[src/rtl/mem_arb_pkg.sv]
// Shared definitions for the cache-to-memory arbiter.
//   WORD_SIZE / BLOCK_SIZE : address and cache block widths
//   CACHE_OFFSET_LEN       : byte-offset bits inside a block
//   arb_state_e            : arbiter FSM encoding
//   owner_e                : which cache owns the current transfer
package mem_arb_pkg;
  localparam int WORD_SIZE        = 32;
  localparam int BLOCK_SIZE       = 256;
  localparam int CACHE_OFFSET_LEN = 5;

  typedef enum logic [1:0] {
    IDLE = 2'd0,
    BUSY = 2'd1,
    RESP = 2'd2
  } arb_state_e;

  typedef enum logic {
    OWN_IC = 1'b0,
    OWN_DC = 1'b1
  } owner_e;

  // Clear the byte offset so memory always sees a block-aligned address.
  function automatic logic [WORD_SIZE-1:0] block_align(input logic [WORD_SIZE-1:0] a);
    return {a[WORD_SIZE-1:CACHE_OFFSET_LEN], {CACHE_OFFSET_LEN{1'b0}}};
  endfunction
endpackage

[src/rtl/mem_wait_timer.sv]
// Loadable 4-bit down-counter timing the memory strobe window.
//   clk, rst_n   : clock, async active-low clear
//   load_i       : load load_val_i (wins over en_i)
//   en_i         : decrement while nonzero
//   load_val_i   : value to load
//   zero_o       : counter is zero
module mem_wait_timer (
  input  logic       clk,
  input  logic       rst_n,
  input  logic       load_i,
  input  logic       en_i,
  input  logic [3:0] load_val_i,
  output logic       zero_o
);
  logic [3:0] cnt_q;

  always_ff @(posedge clk or negedge rst_n) begin
    if (!rst_n)                     cnt_q <= 4'd0;
    else if (load_i)                cnt_q <= load_val_i;
    else if (en_i && cnt_q != 4'd0) cnt_q <= cnt_q - 4'd1;
  end

  assign zero_o = (cnt_q == 4'd0);
endmodule

[src/rtl/mem_arbiter.sv]
// Arbiter sharing the backing memory between icache refill and dcache
// refill/writeback. One transaction at a time: IDLE -> BUSY -> RESP -> IDLE.
//   ic_req/ic_addr -> ic_done/ic_rdata          icache refill port
//   dc_req/dc_we/dc_addr/dc_wdata -> dc_done/dc_rdata   dcache port
//   mem_addr/mem_rd/mem_wr/mem_wdata <- mem_rdata        memory port
// Build option: define ARB_ROUND_ROBIN_EN for round-robin grant on
// simultaneous requests; otherwise dcache has fixed priority.
module mem_arbiter
  import mem_arb_pkg::*;
#(
  parameter int MEM_LATENCY = 4
) (
  input  logic                  clk,
  input  logic                  rst_n,
  input  logic                  ic_req,
  input  logic [WORD_SIZE-1:0]  ic_addr,
  output logic                  ic_done,
  output logic [BLOCK_SIZE-1:0] ic_rdata,
  input  logic                  dc_req,
  input  logic                  dc_we,
  input  logic [WORD_SIZE-1:0]  dc_addr,
  input  logic [BLOCK_SIZE-1:0] dc_wdata,
  output logic                  dc_done,
  output logic [BLOCK_SIZE-1:0] dc_rdata,
  output logic [WORD_SIZE-1:0]  mem_addr,
  output logic                  mem_rd,
  output logic                  mem_wr,
  output logic [BLOCK_SIZE-1:0] mem_wdata,
  input  logic [BLOCK_SIZE-1:0] mem_rdata
);
  arb_state_e            state_q, state_d;
  owner_e                owner_q, owner_d, grant_own;
  logic                  we_q, we_d;
  logic [WORD_SIZE-1:0]  addr_q, addr_d;
  logic [BLOCK_SIZE-1:0] wdata_q, wdata_d;
  logic [BLOCK_SIZE-1:0] ic_rdata_q, dc_rdata_q;
  logic                  tmr_load, tmr_zero, busy, rd_cap, any_req;

  assign any_req = ic_req | dc_req;
  assign busy    = (state_q == BUSY);
  // Last strobe cycle: memory data is valid now.
  assign rd_cap  = busy && tmr_zero && !we_q;

`ifdef ARB_ROUND_ROBIN_EN
  owner_e last_q;
  always_comb begin
    if (ic_req && dc_req) grant_own = (last_q == OWN_IC) ? OWN_DC : OWN_IC;
    else                  grant_own = dc_req ? OWN_DC : OWN_IC;
  end
  always_ff @(posedge clk or negedge rst_n) begin
    if (!rst_n)                          last_q <= OWN_IC;
    else if (state_q == IDLE && any_req) last_q <= grant_own;
  end
`else
  always_comb grant_own = dc_req ? OWN_DC : OWN_IC;
`endif

  // Counter is loaded with LATENCY-1 so BUSY lasts LATENCY cycles,
  // leaving on the cycle the counter reads zero.
  mem_wait_timer u_timer (
    .clk       (clk),
    .rst_n     (rst_n),
    .load_i    (tmr_load),
    .en_i      (busy),
    .load_val_i(4'(MEM_LATENCY - 1)),
    .zero_o    (tmr_zero)
  );

  always_comb begin
    state_d  = state_q;
    owner_d  = owner_q;
    we_d     = we_q;
    addr_d   = addr_q;
    wdata_d  = wdata_q;
    tmr_load = 1'b0;
    case (state_q)
      IDLE: if (any_req) begin
        owner_d  = grant_own;
        we_d     = (grant_own == OWN_DC) && dc_we;
        addr_d   = block_align((grant_own == OWN_DC) ? dc_addr : ic_addr);
        wdata_d  = (grant_own == OWN_DC) ? dc_wdata : '0;
        tmr_load = 1'b1;
        state_d  = BUSY;
      end
      BUSY:    if (tmr_zero) state_d = RESP;
      RESP:    state_d = IDLE;
      default: state_d = IDLE;
    endcase
  end

  always_ff @(posedge clk or negedge rst_n) begin
    if (!rst_n) begin
      state_q    <= IDLE;
      owner_q    <= OWN_DC;
      we_q       <= 1'b0;
      addr_q     <= '0;
      wdata_q    <= '0;
      ic_rdata_q <= '0;
      dc_rdata_q <= '0;
    end else begin
      state_q <= state_d;
      owner_q <= owner_d;
      we_q    <= we_d;
      addr_q  <= addr_d;
      wdata_q <= wdata_d;
      if (rd_cap && owner_q == OWN_IC) ic_rdata_q <= mem_rdata;
      if (rd_cap && owner_q == OWN_DC) dc_rdata_q <= mem_rdata;
    end
  end

  // Outputs decode from state so reset forces them low immediately.
  assign mem_rd    = busy && !we_q;
  assign mem_wr    = busy && we_q;
  assign mem_addr  = busy ? addr_q : '0;
  assign mem_wdata = (busy && we_q) ? wdata_q : '0;
  assign ic_done   = (state_q == RESP) && (owner_q == OWN_IC);
  assign dc_done   = (state_q == RESP) && (owner_q == OWN_DC);
  assign ic_rdata  = ic_rdata_q;
  assign dc_rdata  = dc_rdata_q;
endmodule

[config.mk]
export PLATFORM = sky130hd
export DESIGN_NAME = mem_arbiter
export DESIGN_NICKNAME = d
export VERILOG_FILES = /design/src/rtl/mem_arb_pkg.sv /design/src/rtl/mem_wait_timer.sv /design/src/rtl/mem_arbiter.sv
export SDC_FILE = /design/constraint.sdc
export NUM_CORES = 1
export LEC_CHECK = 0
export BUFFER_PORTS_ARGS = -buffer_cell sky130_fd_sc_hd__buf_2
export CAP_MARGIN = 25
export CORE_AREA = 2 2 546 548
export CTS_BUF_LIST = sky130_fd_sc_hd__clkbuf_4 sky130_fd_sc_hd__clkbuf_8
export CTS_CLUSTER_DIAMETER = 100
export CTS_CLUSTER_SIZE = 40
export DETAILED_ROUTE_END_ITERATION = 6
export DIE_AREA = 0 0 548 550
export PLACE_DENSITY = 0.35
export SKIP_CTS_REPAIR_TIMING = 1
export SLEW_MARGIN = 30
export SYNTH_ARGS = -nofsm -noshare
export SYNTH_HDL_FRONTEND = slang
export SYNTH_SLANG_ARGS = --single-unit
[constraint.sdc]
create_clock -name clk -period 3.3 [get_ports clk]
set_input_delay 0.99 -clock clk [delete_from_list [all_inputs] [get_ports clk]]
set_output_delay 0.99 -clock clk [all_outputs]
set_load 0.01 [all_outputs]
==> impl_results.md, run 1 <==
- Outcome: finished with violations
- Failing checks: setup timing
- Critical Path Start Type: flip-flop
- Worst skew pair latency: roughly 0.96 ns
- Largest cells by area after synthesis: dfrtp_1 59%, mux2_4 21%, a22o_1 6.6%, and3_1 4.7%, buf_12 2.6%
- Hold endpoint: wdata_q[197]
- DR DRC count: 0
- Tot GR Track Use: about an eighth
- TritonCTS Buffers: 57
- Final core utilization: approximately 17%
- Die Wd: around 550 um
- Nets: between 4000 and 5000
- Final Slew Violations: 0
- Post-synthesis sequential area ratio: around 59%
- Final worst slack: -0.180 ns
- Final Setup Violations: roughly 250
- Cell taking the most area after synthesis: dfrtp_1
- Final global-route overflow total: 0
- Crit Path Category: reg2out
- Tcrit/Tclk final: 105%
- Most frequent cells in the layout: 1273 x buf_2, 799 x dfrtp_1, 480 x mux2_4, 257 x a22o_1, 182 x and3_1
- H-tree levels: 2
- WL per Instance: roughly 26 um
- Initial Utilization: between 10 and 15%
- Power per cell area: about 940 nW/um^2
- Sw Ratio: around 40%
- Crit Path Max Fanout: 6
- CTS Sinks: ~800
- Vias per Instance: approximately 3.4
- Final std cells w/o fill: 7638
- Syn. warnings: 0
- Iter 0 DRT Violations: 1564
- Number of global-route vias before repair: 25600
- Mapped Area: approximately 34000 sq um
- Avg Inst Size Synth: between 15 and 20 sq um
- Cells after Synth: approximately 2200
- HPWL Detailed: approximately 160000 um
- Final hold vios: 0
- Top Ports: approximately 1400
- First-pass GRT wire length: between 200000 and 300000 um
- Reg2Reg Depth: 7
- CTS root buf: clkbuf_8
- Tmin final: between 3 and 4 ns
- Flop pwr share: 38.0%
- Peak supply drop: approximately 0.00047 V
- WP data required: ~2.3 ns
- Share of layout cells above drive strength 1: between 60% and 70%
- Post-synth top area share: 58.9%
- Max_cap viols: 0
- Die area: roughly 300000 sq um
- Multi-input gate area: about 13000 sq um
- Yosys reg bits: between 800 and 900
- RR Startpoint: u_timer.cnt_q[0]
- Worst path arrival time: 2.49 ns
- Cell Rows: 200
- Critical path endpoint category: primary output
- Syn-to-layout area delta: 45.6%
- Worst R2R End: ic_rdata[78]
- DR vias: around 26000
- Placed cell count: ~7400
- NetSw: ~19 mW
- Die height: between 500 and 600 um
- Largest net degree at the start of global routing: 115
- Detailed Routing Iterations Pass 1: 7
- Post-route ant nets: 0
- Commonest non-fill, non-tap cell in the layout: buf_2
- Max Freq: 287 MHz
- Worst reg2reg setup slack: ~0.25 ns
- Synth unique cells: 33
- RSZ-0062 raised after global routing: yes
- Initial antenna violation count: roughly 170
- Register Area: 20100 sq um
- CTS max path bufs: 3
- Hold path start: dc_wdata[197]
- Core Area: 296000 sq um
- Logic pwr share: 46.9%
- # port buffers: about 1400
- FILL cells: about 33000
- Final Skew: just under 0.08 ns
- Worst hold path type: in2reg
- Int Power: 28.1 mW
- CTS clk-pin slew, worst paths: about 0.2 ns
- Drt total wl: approximately 200000 um
- Clock power share: roughly 15%
- Leakage power: approximately 25 nW
- Hold Path Depth: 2
- Slew HR: between 40% and 50%
- CTS tree: done
- Slew @ Worst Pin: between 0.7 and 0.8 ns
- GPL Wtd Cong: around 0.9
## state kept, by name, summed over array words and instances, names as in the netlist
name	cells
state_q	2
wdata_q	256
we_q	1
owner_q	1
u_timer.cnt_q	4
dc_rdata	256
addr_q	27
ic_rdata	256
## synthesized netlist by cell type
library cell	count
ha_1	2
o21ai_0	3
dfrtp_1	802
dfstp_2	1
nor2b_1	1
conb_1	1
nand3_1	1
a21o_1	1
a22o_1	257
or2_2	1
nor2_1	3
clkbuf_1	128
nor3_1	3
mux2_2	32
buf_2	3
o311a_1	1
or3b_1	1
nand2b_1	1
buf_1	5
and4b_1	1
nand2_1	4
a31oi_1	27
inv_1	4
buf_4	7
a31o_2	1
mux2_4	480
buf_12	44
a21oi_1	28
and3_1	258
buf_6	10
and2_1	29
or4_1	2
mux2i_1	29
## worst max-delay path, cell delays in order (launching register included)
cell and delay, ns:
dfrtp_2 0.43, nor2b_4 0.24, buf_12 0.14, buf_6 0.15, clkbuf_16 0.18, buf_6 0.16
and3_1 0.17, buf_2 0.14
## power by group through the flow
stage	clock network [mW]	logic (mW)	registers, mW
after floorplan	0	9.76	18.4
after global placement	0	19.9	17.9
after detailed placement	0	19.8	17.9
after CTS	7.48	19.9	17.8
after global routing	7.79	23.2	18.3
final	7.09	21.9	17.8
## per-stage QoR
step | setup slack [ns] | area [sq um] | power (mW) | TNS [ns] | hold slack (ns)
final | -0.180 | 49600 | 46.8 | -25.87 | 0.234
after global routing | -0.358 | 49500 | 49.3 | -77.45 | 0.0889
after CTS | -0.617 | 47500 | 45.2 | -103.08 | -0.0728
after detailed placement | 0.488 | 45700 | 37.8 | 0 | 0.482
after global placement | 0.500 | 45700 | 37.7 | 0 | 0.481
after floorplan | 0.849 | 34100 | 28.1 | 0 | 0.465
## how the worst max path moves through the flow
stage,from,end,slack [ns]
floorplan,state_q[1],mem_wdata[100],0.85
global placement,u_timer.cnt_q[0],ic_rdata[21],0.50
detailed placement,u_timer.cnt_q[0],ic_rdata[98],0.49
CTS,state_q[0],mem_wdata[114],-0.62
global route,state_q[0],mem_wdata[147],-0.36
finish,state_q[0],mem_wdata[61],-0.18
## kinds of logic (layout without fill, tap and decap cells)
| group | after synthesis | count (layout) | share of synthesized area, % |
|---|---|---|---|
| muxes | 541 | 541 | 23.1 |
| adders and majority gates | 2 | 2 | 0.0735 |
| buffers and inverters | 201 | 1651 | 4.63 |
| and+or+nand+nor | 305 | 305 | 5.56 |
| AOI/OAI and AO/OA | 318 | 318 | 7.64 |
| DFF | 803 | 803 | 59.0 |
| other | 1 | 79 | 0.0110 |
## layout make-up
type / count / area share [%]
diodes: 74 / 0.373
clock buffers: 61 / 1.67
clock inverters: 45 / 1.79
inverters: 4 / 0.0303
multi-input cells: 1171 / 25.8
flip-flops and latches: 803 / 40.5
well taps: 3939 / 9.94
repair buffers: 1541 / 19.8
## metal layers
layer  global-route usage, %  wire length (um)  part of all wire [%]  vias to the layer above
li1                        -                 -                     -                    10800
met1                    14.5             80300                    40                    13100
met2                    19.2             87800                    44                     1422
met3                    6.84             25200                    13                      358
met4                    3.22              6110                   3.1                      106
met5                       0               701                  0.35                        -
No activity file was read; power rests on OpenSTA's default activity.
==> run 2, diff against run 1 <==
--- a/config.mk
+++ b/config.mk
@@ -6,12 +6,13 @@
 export NUM_CORES = 1
 export LEC_CHECK = 0
+export ABC_AREA = 1
 export BUFFER_PORTS_ARGS = -buffer_cell sky130_fd_sc_hd__buf_2
 export CAP_MARGIN = 25
-export CORE_AREA = 2 2 546 548
+export CORE_AREA = 2 2 540 542
 export CTS_BUF_LIST = sky130_fd_sc_hd__clkbuf_4 sky130_fd_sc_hd__clkbuf_8
 export CTS_CLUSTER_DIAMETER = 100
 export CTS_CLUSTER_SIZE = 40
 export DETAILED_ROUTE_END_ITERATION = 6
-export DIE_AREA = 0 0 548 550
+export DIE_AREA = 0 0 542 544
 export PLACE_DENSITY = 0.35
 export SKIP_CTS_REPAIR_TIMING = 1
==> constraint.sdc (replaced) <==
create_clock -name clk -period 3.3 [get_ports clk]
set_input_delay 0.99 -clock clk [delete_from_list [all_inputs] [get_ports clk]]
set_output_delay 0.99 -clock clk [all_outputs]
set_load 0.02 [all_outputs]
==> run 2 against run 1 <==
  * The run still ends with setup timing left
  * Sequential share of layout area grew 1.3 points
  * Worst hold slack gained 0.086 ns
  * Combinational power grew 14%
  * Setup slack lost 0.068 ns
  * Area after synthesis shrank 2.2%
  * Register-to-register slack gained 0.51 ns
  * Core utilization shrank 0.19 points
  * Maximum frequency shrank 1.9%
==> impl_results.md, run 2 <==
- Critical path endpoint category: primary output
- Cells after Synth: roughly 3900
- Sw Ratio: about half
- Synth Area in Compound Gates: 4.94%
- Max_cap viols: 0
- Worst path arrival time: ~2.6 ns
- WL per Instance: about 22 um
- CP bufs+invs: 5
- Avg Inst Size Synth: approximately 8.6 sq um
- Post-synthesis sequential area ratio: 60.4%
- Fin Setup TNS: -37.26 ns
- Initial antenna violation count: between 100 and 150
- GPL Wtd Cong: between 0.9 and 1
- CTS max path bufs: 3
- Critical path's top delay family: buffers and inverters
- Detailed Routing Iterations Pass 1: 7
- Vias per Instance: about 3.6
- Cell Rows: ~200
- Placed cell count: between 8000 and 9000
- Final Slew Violations: 0
- Iter 0 DRT Violations: 2005
- Mapped Area: roughly 33000 sq um
- Die area: roughly 300000 sq um
- Peak supply drop: between 0.0003 and 0.0004 V
- Placed Area: about 45000 sq um
- NetSw: approximately 25 mW
- CTS tree: done
- Int Power: between 20 and 25 mW
- Critical Path Start Type: flip-flop
- Mux contribution to synthesized area: 0%
- Share of layout cells above drive strength 1: around 32%
- Crit Path Category: reg2out
- Post-synth top cells: 1070 x nand2_1, 802 x dfrtp_1, 772 x nand3_1
- Hold WS: ~0.32 ns
- HPWL Detailed: ~150000 um
- Initial Utilization: between 10% and 20%
- Post-synthesis simple-gate area fraction: between 20% and 30%
- Synth unique cells: 20
- TritonCTS Buffers: 60
- Failing checks: setup timing
- Number of global-route vias before repair: 32200
- Largest cells by area after synthesis: dfrtp_1 60%, nand2_1 12%, nand3_1 12%, o21ai_0 4.3%, inv_1 3.6%
- Nets: between 5000 and 6000
- Post-synth top area share: between 60% and 70%
- Commonest non-fill, non-tap cell in the layout: buf_2
- Top Ports: approximately 1400
- Logic pwr share: roughly 51%
- Tmin final: ~3.5 ns
- Pre-CTS WS: between 0.2 and 0.25 ns
- Synth Area in Adders: 0.0752%
- Die Wd: roughly 540 um
- Number of enable flip-flop cells after synthesis: 0
- Flop pwr share: between 30% and 40%
- Max incr delay on CP: ~0.45 ns
- Tot GR Track Use: between 10% and 20%
- Drt total wl: roughly 200000 um
- Final worst slack: -0.248 ns
- CTS clk-pin slew, worst paths: roughly 0.15 ns
- Die height: 544 um
- Max Freq: around 280 MHz
- Final instance area: ~48000 sq um
- Leakage power: around 24 nW
- RSZ-0062 raised after global routing: yes
- Power per cell area: 1020 nW/um^2
- Crit path cell chain: inv_2, nand2_4, nor2_4, buf_12, clkinv_16, clkbuf_16, nor2_1, buf_4
- H-tree levels: 2
- DR vias: approximately 32000
- Most frequent cell after synthesis: nand2_1
- Final core utilization: between 15 and 20%
- DR DRC count: 0
- Slew @ Worst Pin: roughly 0.9 ns
- Main combinational cell family by area after synthesis: simple AND/OR/NAND/NOR gates
- # port buffers: 1369
- Worst skew pair latency: 0.89 ns
- Async S/R FF share, synth: between 90% and 100%
- Final Skew: roughly 0.059 ns
- Post-route ant nets: 0
- Cell taking the most area after synthesis: dfrtp_1
- Worst hold path type: in2reg
- Top FF cell, synth: dfrtp_1
- Final hold vios: 0
- Syn. warnings: 0
- Clock power share: 14.7%
- Core Area: between 200000 and 300000 sq um
- Largest net degree at the start of global routing: around 130
- Outcome: finished with violations
- Final global-route overflow total: 0
- Slew HR: between 30% and 40%
- Multi-input gate area: 10900 sq um
- First-pass GRT wire length: ~260000 um
- Slowest CP cell: dfrtp_1
- Syn-to-layout area delta: 44.2%
- CTS Sinks: between 800 and 900
- XOR/XNOR Fraction of Synth Area: less than 1%
- Tcrit/Tclk final: 108%
- Final std cells w/o fill: 9046
- Most frequent cells in the layout: 1181 x buf_2, 1067 x nand2_1, 802 x dfrtp_1, 772 x nand3_1, 316 x inv_1
- Total power: between 40 and 50 mW
- FILL cells: ~33000
- Crit Path Max Fanout: 16
- Yosys reg bits: around 800
- WP data required: between 2 and 2.5 ns
- Register Area: ~20000 sq um
- Final Setup Violations: 260
- CTS root buf: clkbuf_8
## run 2: cell types whose count changed after synthesis, sizes merged, moves of 74 or more
cell | previous run | this run
a22o | 257 | 0
and3 | 258 | 0
buf | 69 | 143
inv | 4 | 320
mux2 | 512 | 0
nand2 | 4 | 1070
nand3 | 1 | 772
nor2 | 3 | 292
o21ai | 3 | 287
## run 2: final timing paths
kind                                   from            end  slack [ns]  depth (start not counted)
max                              state_q[1]  mem_wdata[11]       -0.25                          8
max reg2reg                u_timer.cnt_q[0]   ic_rdata[39]        0.76                          9
min                           dc_wdata[166]   wdata_q[166]        0.32                          3
max in group asynchronous             rst_n   wdata_q[163]        1.53                          3
min reg2reg                   dc_rdata[206]  dc_rdata[206]        0.48                          2
min in group asynchronous             rst_n   dc_rdata[49]        0.63                          2
## run 2: layout make-up
type / count / area share [%]
antenna: 30 / 0.156
clock buffer: 64 / 1.84
clock inverter: 47 / 1.61
inverter: 320 / 2.57
multi-input combinational: 2460 / 22.7
sequential: 803 / 41.9
tap: 3800 / 9.91
timing repair buffer: 1518 / 19.2
timing repair inverter: 4 / 0.0939
## run 2: per-layer routing
layer	track usage [%]	wire, um	part of all wire, %	vias up
met1	14.4	76000	39	15600
met5	0	635	0.32	-
li1	-	-	-	14900
met3	4.17	16200	8.3	311
met4	4.40	7800	4.0	98
met2	21.7	95900	49	1296
## run 2: power by group through the flow
| stage | clock [mW] | sequential [mW] | combinational, mW |
|---|---|---|---|
| after floorplan | 0 | 20.7 | 8.80 |
| after global placement | 0 | 16.9 | 24.4 |
| after detailed placement | 0 | 17.0 | 24.4 |
| after CTS | 7.59 | 16.8 | 24.4 |
| after global routing | 7.91 | 17.2 | 27.1 |
| final | 7.20 | 16.7 | 24.9 |
## run 2: kinds of logic (layout without fill, tap and decap cells)
family / after synthesis / count (layout)
compound gates: 315 / 315
buf+inv: 622 / 1953
fa+ha+maj: 2 / 2
other cells: 1 / 35
flops: 803 / 803
simple gates: 2137 / 2137
xor+xnor: 1 / 1
## run 2: tightest hold or removal path, stage by stage
cell,delay [ns]
buf_2,0.08
nand3_1,0.06
o21ai_0,0.06
